### src/rtl/varlat_bank_responder.sv
// varlat_bank_responder: target-side endpoint of the TCDM variable-latency
// protocol. It grants req/gnt requests onto a fixed-latency SRAM macro and
// returns responses on a vld/rdata channel that the consumer may stall.
//
// Ports:
//   clk_i, rst_i                        clock, synchronous active-high reset
//   req_i/add_i/wen_i/wdata_i/be_i      request from crossbar
//   gnt_o                               grant (combinational)
//   vld_o/rdata_o/rsp_ready_i           response channel
//   mem_*_o, mem_rdata_i, mem_ready_i   SRAM macro interface
//
// Build option: define VARLAT_BANK_WRITE_RESP_EN to return one zero-data
// response per granted store (stores then also consume a credit).

module varlat_bank_responder #(
    parameter int unsigned DataWidth      = 32,
    parameter int unsigned AddrWidth      = 10,
    parameter int unsigned MemLatency     = 1,
    parameter int unsigned NumOutstanding = 4
) (
    input  logic                   clk_i,
    input  logic                   rst_i,
    input  logic                   req_i,
    input  logic [AddrWidth-1:0]   add_i,
    input  logic                   wen_i,
    input  logic [DataWidth-1:0]   wdata_i,
    input  logic [DataWidth/8-1:0] be_i,
    output logic                   gnt_o,
    output logic                   vld_o,
    output logic [DataWidth-1:0]   rdata_o,
    input  logic                   rsp_ready_i,
    output logic                   mem_req_o,
    output logic                   mem_we_o,
    output logic [AddrWidth-1:0]   mem_addr_o,
    output logic [DataWidth-1:0]   mem_wdata_o,
    output logic [DataWidth/8-1:0] mem_be_o,
    input  logic [DataWidth-1:0]   mem_rdata_i,
    input  logic                   mem_ready_i
);

    localparam int unsigned CntWidth = $clog2(NumOutstanding + 1);
    localparam int unsigned PtrWidth =
        (NumOutstanding > 1) ? $clog2(NumOutstanding) : 1;

`ifdef VARLAT_BANK_WRITE_RESP_EN
    localparam logic WrResp = 1'b1;
`else
    localparam logic WrResp = 1'b0;
`endif

    // Pointer layout: {wrap bit, index}; index wraps modulo NumOutstanding.
    typedef logic [PtrWidth:0] ptr_t;

    logic [CntWidth-1:0]   cnt_q;
    logic [MemLatency-1:0] tag_q;
    logic [MemLatency-1:0] we_q;
    ptr_t                  wr_ptr_q;
    ptr_t                  rd_ptr_q;
    bit   [DataWidth-1:0]  fifo_q [NumOutstanding];

    logic                  credit_ok;
    logic                  resp_tag;
    logic                  push;
    logic                  pop;
    logic                  empty;
    logic                  full;
    logic [DataWidth-1:0]  push_data;

    function automatic ptr_t ptr_incr(input ptr_t p);
        ptr_t r;
        if (p[PtrWidth-1:0] == PtrWidth'(NumOutstanding - 1)) begin
            r = {~p[PtrWidth], {PtrWidth{1'b0}}};
        end else begin
            r = p + ptr_t'(1);
        end
        return r;
    endfunction

    // Credit is judged on the registered count only, so a pop never
    // re-enables grant in the same cycle (no rsp_ready_i -> gnt_o path).
    assign credit_ok = (cnt_q < CntWidth'(NumOutstanding));
    assign gnt_o     = req_i & mem_ready_i & credit_ok & ~rst_i;

    assign mem_req_o   = gnt_o;
    assign mem_we_o    = wen_i;
    assign mem_addr_o  = add_i;
    assign mem_wdata_o = wdata_i;
    assign mem_be_o    = be_i;

    assign resp_tag  = gnt_o & (~wen_i | WrResp);
    assign push      = tag_q[MemLatency-1];
    assign push_data = we_q[MemLatency-1] ? '0 : mem_rdata_i;

    assign empty = (wr_ptr_q == rd_ptr_q);
    assign full  = (wr_ptr_q[PtrWidth-1:0] == rd_ptr_q[PtrWidth-1:0]) &&
                   (wr_ptr_q[PtrWidth] != rd_ptr_q[PtrWidth]);

    // Gated by reset so the channel is quiet while rst_i is high.
    assign vld_o   = ~empty & ~rst_i;
    assign pop     = vld_o & rsp_ready_i;
    assign rdata_o = vld_o ? fifo_q[rd_ptr_q[PtrWidth-1:0]] : '0;

    always_ff @(posedge clk_i) begin
        if (rst_i) begin
            tag_q    <= '0;
            we_q     <= '0;
            cnt_q    <= '0;
            wr_ptr_q <= '0;
            rd_ptr_q <= '0;
        end else begin
            tag_q <= (tag_q << 1) | MemLatency'(resp_tag);
            we_q  <= (we_q << 1) | MemLatency'(wen_i);
            unique case ({resp_tag, pop})
                2'b10:   cnt_q <= cnt_q + CntWidth'(1);
                2'b01:   cnt_q <= cnt_q - CntWidth'(1);
                default: cnt_q <= cnt_q;
            endcase
            if (push) begin
                wr_ptr_q <= ptr_incr(wr_ptr_q);
            end
            if (pop) begin
                rd_ptr_q <= ptr_incr(rd_ptr_q);
            end
        end
    end

    // Storage is deliberately not reset; only the pointers define content.
    always_ff @(posedge clk_i) begin
        if (push) begin
            fifo_q[wr_ptr_q[PtrWidth-1:0]] <= push_data;
        end
    end

`ifndef SYNTHESIS
    a_params: assert property (@(posedge clk_i)
        (MemLatency >= 1) && (MemLatency <= 4) &&
        (NumOutstanding >= MemLatency));

    a_no_overflow: assert property (@(posedge clk_i) disable iff (rst_i)
        push |-> !full);

    a_no_underflow: assert property (@(posedge clk_i) disable iff (rst_i)
        pop |-> !empty);

    a_req_stable: assert property (@(posedge clk_i) disable iff (rst_i)
        (req_i && !gnt_o) |=>
            (req_i && $stable({add_i, wen_i, wdata_i, be_i})));
`endif

endmodule

### config.mk
export PLATFORM = sky130hd
export DESIGN_NAME = varlat_bank_responder
export DESIGN_NICKNAME = d
export VERILOG_FILES = /design/src/rtl/varlat_bank_responder.sv
export SDC_FILE = /design/constraint.sdc
export NUM_CORES = 1
export LEC_CHECK = 0
export ABC_AREA = 1
export BUFFER_PORTS_ARGS = -buffer_cell sky130_fd_sc_hd__buf_2
export CAP_MARGIN = 20
export CORE_MARGIN = 1.5
export CORE_UTILIZATION = 35
export DETAILED_ROUTE_END_ITERATION = 16
export PLACE_DENSITY = 0.54
export SLEW_MARGIN = 20
export SYNTH_ARGS = -nofsm -noshare
export SYNTH_HDL_FRONTEND = slang
export SYNTH_SLANG_ARGS = --single-unit
### constraint.sdc
create_clock -name clk_i -period 2.4 [get_ports clk_i]
set_input_delay 0.72 -clock clk_i [delete_from_list [all_inputs] [get_ports clk_i]]
set_output_delay 0.72 -clock clk_i [all_outputs]
set_load 0.02 [all_outputs]
**After elaboration in Yosys (flattened, before gate mapping)**

Memories as Yosys holds them, arrays and structs flattened. A register that Yosys moved wholly into a read port is not among the register bits.
Index checks and enable logic that the tools add are counted.

- RAM bits: 128
- Memories: 1
- Word-level logic and storage cells: 37
- Output and inout port bits: 82
- Flip-flop bits (word level): 11

- Bitwise gates (word level): 11
- Muxes and demuxes: 9
- Reductions and logical operators: 1
- Equality and inequality tests: 5
- $add $sub $neg: 4
- Order comparisons: 1

Memory list:

| memory | words | width | rd ports | clocked after Yosys merged registers in | write ports | RTL line | text |
|---|---|---|---|---|---|---|---|
| fifo_q | 4 | 32 | 1 | 1 | 1 | 59 | `bit [DataWidth-1:0] fifo_q [NumOutstanding];` |

Operator list:

| kind | count |
|---|---|
| $mux 32 | 2 |
| $add 3x1->3 const B | 3 |
| $and 1x1->1 | 6 |
| $eq 2x2->1 const B | 3 |
| $mux 3 | 2 |
| $pmux 3 s2 | 1 |
| $not 1->1 | 5 |
| $mux 2 | 2 |
| $eq 3x3->1 | 1 |
| $lt 3x3->1 const B | 1 |
| $sub 3x1->3 const B | 1 |
| $eq 2x1->1 const B | 1 |
| $mux 1 | 2 |
| $reduce_bool 2->1 | 1 |

**Depth between registers and ports, before layout**

Gate-level depths: netlist of the first run.

- Word-level depth: 6
- Depth in mapped cells: 13
- Mapped depth without buffers: 13

**Least setup slack after synthesis of the first run**

No wires, ideal clock.

- Path type: input to register
- From: in req_i
- To: reg cnt_q[1]
- Data arrival time: 2.367 ns
- Stages: 9
- Data required time: 2.336 ns
- Path buffers: 0
- Setup time: 0.064 ns
- Slack: -0.031 ns
- Cell sequence: nand2_1 nor3_1 nand2_1 ha_1 inv_1 fa_1 nor2_1 a21oi_1 nor2_1

- Cells in the longest elaborated chain, start to end: 6

Ends and longest elaborated chain:

| what | RTL line | text |
|---|---|---|
| from (decl) | 23 | `input logic req_i,` |
| $and 1x1->1 (*) (3 in a row) | 82 | `assign gnt_o = req_i & mem_ready_i & credit_ok & ~rst_i;` |
| named net gnt_o | 28 | `output logic gnt_o,` |
| $and 1x1->1 (*) | 90 | `assign resp_tag = gnt_o & (~wen_i \| WrResp);` |
| $eq 2x1->1 or $eq 2x2->1 (tied branches) | 113 | `unique case ({resp_tag, pop})` |
| $pmux 3 s2 or $reduce_bool 2->1 (tied branches) | - |  |
| to (signal assigned) | 114 | `2'b10: cnt_q <= cnt_q + CntWidth'(1);` |
| to (signal assigned) | 115 | `2'b01: cnt_q <= cnt_q - CntWidth'(1);` |
| to (signal assigned) | 116 | `default: cnt_q <= cnt_q;` |
| to (decl) | 54 | `logic [CntWidth-1:0] cnt_q;` |

The timed path passes the listed nets; every way through them passes the cells marked *.
A chain may end at the register's enable or synchronous reset.

**Worst setup path after layout of the first run**

- From: reg rd_ptr_q[0]
- To: out rdata_o[6]

- Cells in the longest elaborated chain, start to end: 4

Ends and longest elaborated chain:

| what | RTL line | text |
|---|---|---|
| from (decl) | 58 | `ptr_t rd_ptr_q;` |
| from (signal assigned) | 122 | `rd_ptr_q <= ptr_incr(rd_ptr_q);` |
| $eq 3x3->1 | 94 | `assign empty = (wr_ptr_q == rd_ptr_q);` |
| $not 1->1 | 99 | `assign vld_o = ~empty & ~rst_i;` |
| $and 1x1->1 | 99 |  |
| $mux 32 | 101 | `assign rdata_o = vld_o ? fifo_q[rd_ptr_q[PtrWidth-1:0]] : '0;` |
| to (decl) | 30 | `output logic [DataWidth-1:0] rdata_o,` |

No other way between the ends.

==> impl_metrics.ini, run 1 <==
[logic_synthesis]
syn_avg_cell_area_um2 = 10.8
synth_top_area_share = 0.615
yosys.area.top_type = edfxtp_1
synth.distinct_cells = 22
seq_area_frac_synth = 0.657
syn_area_um2 = 6250
ys_top_cells_by_area = edfxtp_1 (62%), nor2_1 (10%), buf_4 (5.8%)
synthCells = 578
yosysWarnings = 0
synth_fp_nets = 669
synth_seq_cells = 141

[setup_path]
critPathLaunch = rd_ptr_q[0]$_SDFFE_PP0P_
crit_family = flip-flops
cp-end-kind = output port
crit_path_cell_trace = inv_2, nand2_2, nand2_2, nand3_4, nand2_8, buf_6, a21oi_4, buf_6
crit_path_max_incr_delay_ns = 0.37
critPathMaxFanout = 8
crit_buf_inv = 3
critical_path_class = flip-flop to output port
cpMaxStageDelayCell = dfxtp_2
r2r_start = rd_ptr_q[0]$_SDFFE_PP0P_
worstPathArrival_ns = 1.64
critical_path.startpoint_type = flip-flop
required_ns = 1.68

[die]
die_area_um2 = 18700
rows = 48
chipHeight_um = 137
io_pins = 166
initial_core_util = 0.360
placeableCoreArea_um2 = 17400
die_x_um = 137

[clock_network]
clk_path_buf_depth = 2
cts_made_buffers = 17
path_clk_slew_ns = 0.06
cts.sinks = 141
cts_tree = built
cts_root_buffer = clkbuf_16
cts_hold_buf = 0
clk-insertion-delay-late_ns = 0.41
htreeDepth = 4

[pwr]
fin_total_pwr_uw = 5590
powerDensity_nw_per_um2 = 710
power_leakage_uw = 0.00302
irDropWorstVdd_mv = 0.559

[routing]
drtPass1Iterations = 4
wire_per_inst_um = 17.4
num_vias = 4109
wl_mm = 15.1
route.detailed.drc = 0
ant_nets = 0
vias_per_cell = 4.72
dr.first_iter.drc_count = 214

[timing]
setup_violations = 0
finalCritPeriodShare = 0.985
slew_headroom = 0.689
rsz0062_at_grt = yes
finalMaxSlewViolations = 0
finalCriticalPeriod_ns = 2.36
tightest_slew_ns = 0.466
finalHoldViolCount = 0
skew_ns = 0.00475
max_freq_ghz = 0.423

[cells_and_area]
nets = 723
drive_gt1_frac = 0.321
insertedDiodeCount = 0
area_delta_synth_final_pct = 26.1
fillCellCount = 1600
stdcell_count = 870

[global_routing]
grt.total_usage = 0.170
top_usage_layer = met2
gr-usage-met1 = 0.202
grt_pass1_wl_mm = 22.9
met3_usage = 0.0378
grt_use_met2 = 0.274
antenna_found_initial = 0
grt_pass1_vias = 4195
grt_max_degree = 33
overflow = 0

[place]
hpwlAfterDp_mm = 9.23
gp_congestion = 0.740
io_buffers = 73
placedCellCount = 823

[run]
cap_violations = 0

[min_path]
min_path_type = flip-flop to flip-flop
hp-start = cnt_q[2]$_SDFFE_PP0P_

[run_status]
status = finished clean
[synthesized netlist by cell type, drive strengths merged]
| cell type | number |
|---|---|
| a21oi | 38 |
| nand3 | 3 |
| buf | 64 |
| inv | 52 |
| edfxtp | 128 |
| nor2 | 170 |
| xnor2 | 2 |
| fa | 1 |
| ha | 6 |
| xor2 | 1 |
| nand2 | 19 |
| clkbuf | 11 |
| o21ai | 68 |
| dfxtp | 13 |
| nor3 | 2 |
[layer usage]
metal	routed length, um	up-vias
li1	-	1985
met1	6280	1936
met2	7170	127
met3	805	61
met4	875	0
met5	0	-
[state kept, by name, summed over array words and instances, names as in the netlist, named ones only]
register / count
push: 1
cnt_q: 3
wr_ptr_q: 3
we_q: 1
rd_ptr_q: 3
fifo_q: 128
[worst register-to-register path: stages, from the launching register on]
cell     delay, ns
dfxtp_2       0.37
inv_2         0.05
nand2_2       0.05
nand2_2       0.07
nand3_4       0.11
buf_4         0.11
buf_4         0.09
nand3_2       0.06
inv_1         0.08
ha_1          0.14
inv_1         0.06
fa_1          0.37
a21oi_1       0.15
o21ai_0       0.11
o21ai_0       0.16
a21oi_1       0.06
[path summary, 6_finish.rpt]
path / to / slack [ns] / depth (start not counted)
hold reg to reg: cnt_q[2]$_SDFFE_PP0P_ / 0.48 / 2
hold / removal: cnt_q[2]$_SDFFE_PP0P_ / 0.48 / 2
setup / recovery: rdata_o[6] / 0.04 / 8
setup reg to reg: cnt_q[2]$_SDFFE_PP0P_ / 0.26 / 15
[final cells by class]
class | count | area [um^2] | area share
flip-flops and latches | 141 | 4130 | 0.524
inverters | 52 | 204 | 0.0259
repair buffers | 110 | 992 | 0.126
multi-input cells | 310 | 1710 | 0.218
well taps | 225 | 282 | 0.0357
clock buffers | 20 | 437 | 0.0554
clock inverters | 12 | 121 | 0.0154
[kinds of logic (layout without fill, tap and decap cells)]
family,Yosys count,count (layout),share of synthesized area
simple gates,194,194,0.120
flops,141,141,0.657
buf+inv,127,194,0.118
compound gates,106,106,0.0849
fa+ha+maj,7,7,0.0152
xor+xnor,3,3,0.00421
[power by group]
group | total, uW | internal [uW] | switching [uW]
Clock | 2470 | 1520 | 953
Combinational | 401 | 165 | 236
Sequential | 2720 | 2700 | 15.7
[through the flow]
| step | worst slack [ns] | area (um^2) | utilization | hold slack (ns) | TNS [ns] |
|---|---|---|---|---|---|
| global placement | -0.0107 | 6670 | 0.385 | 0.464 | -0.0330 |
| floorplan | 0.186 | 6250 | - | 0.451 | 0 |
| global route | -0.0353 | 7880 | 0.454 | 0.502 | -0.531 |
| finish | 0.0361 | 7880 | 0.454 | 0.481 | 0 |
| detailed placement | -0.0324 | 6670 | 0.385 | 0.471 | -0.135 |
| CTS | -0.000890 | 7540 | 0.435 | 0.482 | -0.000890 |
[cells in the final DEF, fill, tap and decap left out, drive strengths merged, types with 6 or more instances in the layout]
| cell | instances |
|---|---|
| a21oi | 38 |
| nand2 | 19 |
| o21ai | 68 |
| dfxtp | 13 |
| buf | 110 |
| ha | 6 |
| inv | 52 |
| nor2 | 170 |
| edfxtp | 128 |
| clkbuf | 20 |
| clkinv | 7 |
[timing repair]
| action | 4_1_cts | 5_1_grt |
|---|---|---|
| buffers inserted | 11 | 3 |
| resized for setup | 67 | 90 |
| pin swaps | 4 | 6 |
| endpoints found under the setup margin | 33 | 32 |
| cloned | 1 | 0 |
No activity file was read; power rests on OpenSTA's default activity.
==> run 2: changes to the inputs <==
==> constraint.sdc (replaced) <==
create_clock -name clk_i -period 2.4 [get_ports clk_i]
set_input_delay 0.48 -clock clk_i [delete_from_list [all_inputs] [get_ports clk_i]]
set_output_delay 0.48 -clock clk_i [all_outputs]
set_load 0.02 [all_outputs]
==> impl_metrics.ini, run 2 (synthesis gave the netlist of run 1 again) <==
[clock_network]
cts_tree = built
htreeDepth = 4
cts_root_buffer = clkbuf_16
postCtsSetupBuffers = 0
path_clk_slew_ns = 0.06
clk_path_buf_depth = 2
clk-insertion-delay-late_ns = 0.41
cts_made_buffers = 17
cts.sinks = 141

[timing]
skew_ns = 0.00654
finalMaxSlewViolations = 0
max_freq_ghz = 0.442
tightest_slew_ns = 0.510
finalHoldViolCount = 0
rsz0062_at_grt = no
finalCritPeriodShare = 0.943
slew_headroom = 0.660
holdWs_ns = 0.298
finalCriticalPeriod_ns = 2.26
finalSetupTns_ns = 0
setup_violations = 0

[cells_and_area]
nets = 703
final_cell_mix = nor2_1 (170), edfxtp_1 (128), buf_2 (73), inv_1 (46), o21ai_1 (40)
drive_gt1_frac = 0.199
register_area_um2 = 4110
largest_reg_flops = 128
fillCellCount = 1691
final_common_cell = nor2_1
insertedDiodeCount = 0
area_delta_synth_final_pct = 13.7
multi_input_area_um2 = 1400

[setup_path]
crit_buf_inv = 2
required_ns = 1.92
critical_path.startpoint_type = flip-flop
crit_family = buffers and inverters
cp_common_cell = nor2_1
rrSetupSlack_ns = 0.33
crit_path_cell_trace = buf_4, nor2_1, nor2_1, o21ai_1, a21oi_1, buf_2
worstPathArrival_ns = 1.78
cpMaxStageDelayCell = dfxtp_2
cp-end-kind = output port
critPathMaxFanout = 30
critical_path_class = flip-flop to output port
crit_path_max_incr_delay_ns = 0.35

[min_path]
min_path_type = primary input to flip-flop

[routing]
drtPass1Iterations = 4
wire_per_inst_um = 16.0
dr.first_iter.drc_count = 170
route.detailed.drc = 0
wl_mm = 13.5
num_vias = 3988
ant_nets = 0
vias_per_cell = 4.70

[pwr]
seqPwrFrac = 0.493
irDropWorstVdd_mv = 0.428
p_clk_frac = 0.455
p_sw_frac = 0.199
intPower_uw = 4410
p_comb_frac = 0.052
power_leakage_uw = 0.00284
p_switching_uw = 1100
powerDensity_nw_per_um2 = 775

[global_routing]
grt_pass1_vias = 3835
grt_max_degree = 35
overflow = 0
antenna_found_initial = 0
grt.total_usage = 0.151
grt_pass1_wl_mm = 20.5

[place]
io_buffers = 73
gp_congestion = 0.744
hpwlAfterDp_mm = 8.28

[die]
die_area_um2 = 18700
initial_core_util = 0.360
rows = 48
io_pins = 166
die_x_um = 137
placeableCoreArea_um2 = 17400
chipHeight_um = 137

[run]
cap_violations = 0

[run_status]
status = finished clean
==> run 2: changes by cell type in the layout (fill, tap and decap cells not counted), moves of 10 or more <==
cell     change
o21ai_0     +16
buf_6       -19
buf_2       +32
buf_4       -22
a21oi_1     +32
a21oi_4     -15
o21ai_1     -10
a21oi_2     -17
==> run 2: through the flow <==
| step | setup WS, ns | instances | util | total power (uW) | instance area [um^2] |
|---|---|---|---|---|---|
| 2_1_floorplan | 0.209 | 578 | - | 3060 | 6250 |
| 3_3_place_gp | 0.168 | 818 | 0.376 | 3050 | 6530 |
| 6_report | 0.137 | 849 | 0.409 | 5510 | 7100 |
| 3_5_place_dp | 0.0943 | 818 | 0.376 | 3050 | 6530 |
| 4_1_cts | 0.0217 | 849 | 0.409 | 5560 | 7090 |
| 5_1_grt | 0.0140 | 849 | 0.409 | 5680 | 7100 |
==> run 2: path summary, 6_finish.rpt <==
| path | from | endpoint | depth (start not counted) |
|---|---|---|---|
| setup reg to reg | rd_ptr_q[2]$_SDFFE_PP0P_ | cnt_q[2]$_SDFFE_PP0P_ | 13 |
| hold / removal | wen_i | we_q$_SDFF_PP0_ | 3 |
| setup / recovery | flip-flop | rdata_o[28] | 6 |
| hold reg to reg | cnt_q[2]$_SDFFE_PP0P_ | cnt_q[2]$_SDFFE_PP0P_ | 2 |
==> run 2: metal layers <==
layer / vias up / global-route usage / share of wire
met2: 117 / 0.231 / 0.47
met3: 61 / 0.0363 / 0.064
met4: 0 / 0.106 / 0.052
met5: - / 0 / 0
met1: 1867 / 0.187 / 0.42
li1: 1943 / - / -
==> run 2: worst reg2reg max path, stage by stage, from the launching register on <==
cell and delay, ns:
dfxtp_1 0.36, inv_1 0.07, nand2_1 0.07, nand2_1 0.07, nand3_2 0.11, nand3_2 0.08, inv_1 0.10, ha_1 0.14
inv_1 0.06, fa_1 0.38, a21oi_1 0.15, o21ai_0 0.12, o21ai_0 0.19, a21oi_1 0.06
==> run 2: layout make-up <==
cell class | instances | share of cell area
flip-flops and latches | 141 | 0.578
well taps | 225 | 0.0396
repair buffers | 90 | 0.0775
multi-input cells | 310 | 0.198
clock inverters | 9 | 0.0169
clock buffers | 22 | 0.0625
inverters | 52 | 0.0275
==> run 2: power by group through the flow <==
| stage | registers, uW | clock network, uW | logic, uW |
|---|---|---|---|
| global route | 2710 | 2640 | 321 |
| CTS | 2710 | 2560 | 291 |
| detailed placement | 2760 | 0 | 289 |
| floorplan | 2760 | 0 | 301 |
| global placement | 2760 | 0 | 285 |
| finish | 2710 | 2510 | 286 |
==> run 2: what timing repair did <==
action	4_1_cts	5_1_grt
endpoints found under the setup margin	0	8
resized for setup	0	3
hold buffers	0	0
==> run 3: changes to the inputs <==
==> constraint.sdc (replaced) <==
create_clock -name clk_i -period 2.86 [get_ports clk_i]
set_input_delay 0.572 -clock clk_i [delete_from_list [all_inputs] [get_ports clk_i]]
set_output_delay 0.572 -clock clk_i [all_outputs]
set_load 0.02 [all_outputs]
==> impl_metrics.ini, run 3 (synthesis gave the netlist of run 1 again) <==
[clock_network]
htreeDepth = 4
cts_root_buffer = clkbuf_16
clk-insertion-delay-late_ns = 0.42
cts_resized = 0
clk_path_buf_depth = 2
cts_tree = built
path_clk_slew_ns = 0.05
cts_made_buffers = 17
postCtsSetupBuffers = 0
cts_hold_buf = 0
cts.sinks = 141

[pwr]
fin_total_pwr_uw = 4530
seqPwrFrac = 0.503
irDropWorstVdd_mv = 0.389
p_clk_frac = 0.446
power_leakage_uw = 0.00278
p_switching_uw = 932
p_sw_frac = 0.206
powerDensity_nw_per_um2 = 650
intPower_uw = 3600
p_comb_frac = 0.051

[die]
io_pins = 166
die_area_um2 = 18700
chipHeight_um = 137
placeableCoreArea_um2 = 17400
die_x_um = 137
rows = 48
initial_core_util = 0.360

[timing]
rsz0062_at_grt = no
finalCritPeriodShare = 0.899
skew_ns = 0.00706
final.setup.worst_slack_ns = 0.289
finalMaxSlewViolations = 0
tightest_slew_ns = 0.858
max_freq_ghz = 0.389
finalCriticalPeriod_ns = 2.57
slew_headroom = 0.427
finalSetupTns_ns = 0
finalHoldViolCount = 0
setup_violations = 0

[cells_and_area]
largest_reg_flops = 128
fillCellCount = 1661
register_area_um2 = 4110
final_cell_mix = nor2_1 (170), edfxtp_1 (128), buf_2 (73), inv_1 (46), o21ai_1 (40)
post-route-util = 0.401
drive_gt1_frac = 0.187
multi_input_area_um2 = 1400
insertedDiodeCount = 0
nets = 694
final_common_cell = nor2_1
area_delta_synth_final_pct = 11.5

[routing]
vias_per_cell = 4.63
route.detailed.drc = 0
ant_nets = 0
drtPass1Iterations = 4
num_vias = 3894
wl_mm = 13.4
dr.first_iter.drc_count = 236
wire_per_inst_um = 16.0

[global_routing]
grt.total_usage = 0.155
grt_pass1_vias = 3977
grt_pass1_wl_mm = 21.0
overflow = 0
grt_max_degree = 46
antenna_found_initial = 0

[setup_path]
required_ns = 2.29
critical_path.startpoint_type = flip-flop
critPathMaxFanout = 18
cp-end-kind = output port
critical_path_class = flip-flop to output port
worstPathArrival_ns = 2.00

[min_path]
min_path_type = primary input to flip-flop

[place]
io_buffers = 73
hpwlAfterDp_mm = 8.18
gp_congestion = 0.732
place_ws_ns = 0.445

[run_status]
status = finished clean

[run]
cap_violations = 0
## run 3: worst max-delay path, stage by stage, from the launching register on
cell and delay [ns]:
dfxtp_2 0.31, inv_1 0.44, buf_4 0.37, nor2_1 0.07, o21ai_1 0.08, a21oi_1 0.11, buf_2 0.19
## run 3: power by group through the flow
stage,registers [uW],clock network [uW],logic [uW]
after detailed placement,2320,0,236
after CTS,2280,2060,237
final,2280,2020,231
after floorplan,2320,0,253
after global placement,2320,0,231
after global routing,2280,2150,263
## run 3: through the flow
step	cells	hold WS (ns)	area, um^2
final	841	0.386	6960
after global routing	841	0.378	6960
after CTS	841	0.371	6960
after detailed placement	809	0.481	6420
after global placement	809	0.471	6420
after floorplan	578	0.440	6250
## run 3: path summary, 6_finish.rpt
path | start | to | slack [ns] | depth (start not counted)
setup / recovery | flip-flop | rdata_o[21] | 0.29 | 6
hold / removal | rst_i | we_q$_SDFF_PP0_ | 0.39 | 2
setup reg to reg | wr_ptr_q[0]$_SDFFE_PP0P_ | cnt_q[2]$_SDFFE_PP0P_ | 0.67 | 13
hold reg to reg | wr_ptr_q[2]$_SDFFE_PP0P_ | wr_ptr_q[2]$_SDFFE_PP0P_ | 0.49 | 2
## run 3: layout make-up
type,instances,share of cell area
well taps,225,0.0404
repair buffers,81,0.0629
clock buffers,20,0.0627
multi-input cells,310,0.202
flip-flops and latches,141,0.590
inverters,52,0.0280
clock inverters,12,0.0147
## run 3: routing by layer
layer	vias to the layer above	part of all wire	global-route usage
met4	0	0.034	0.104
met3	41	0.052	0.0448
met1	1833	0.42	0.179
met2	99	0.49	0.249
met5	-	0	0
li1	1921	-	-
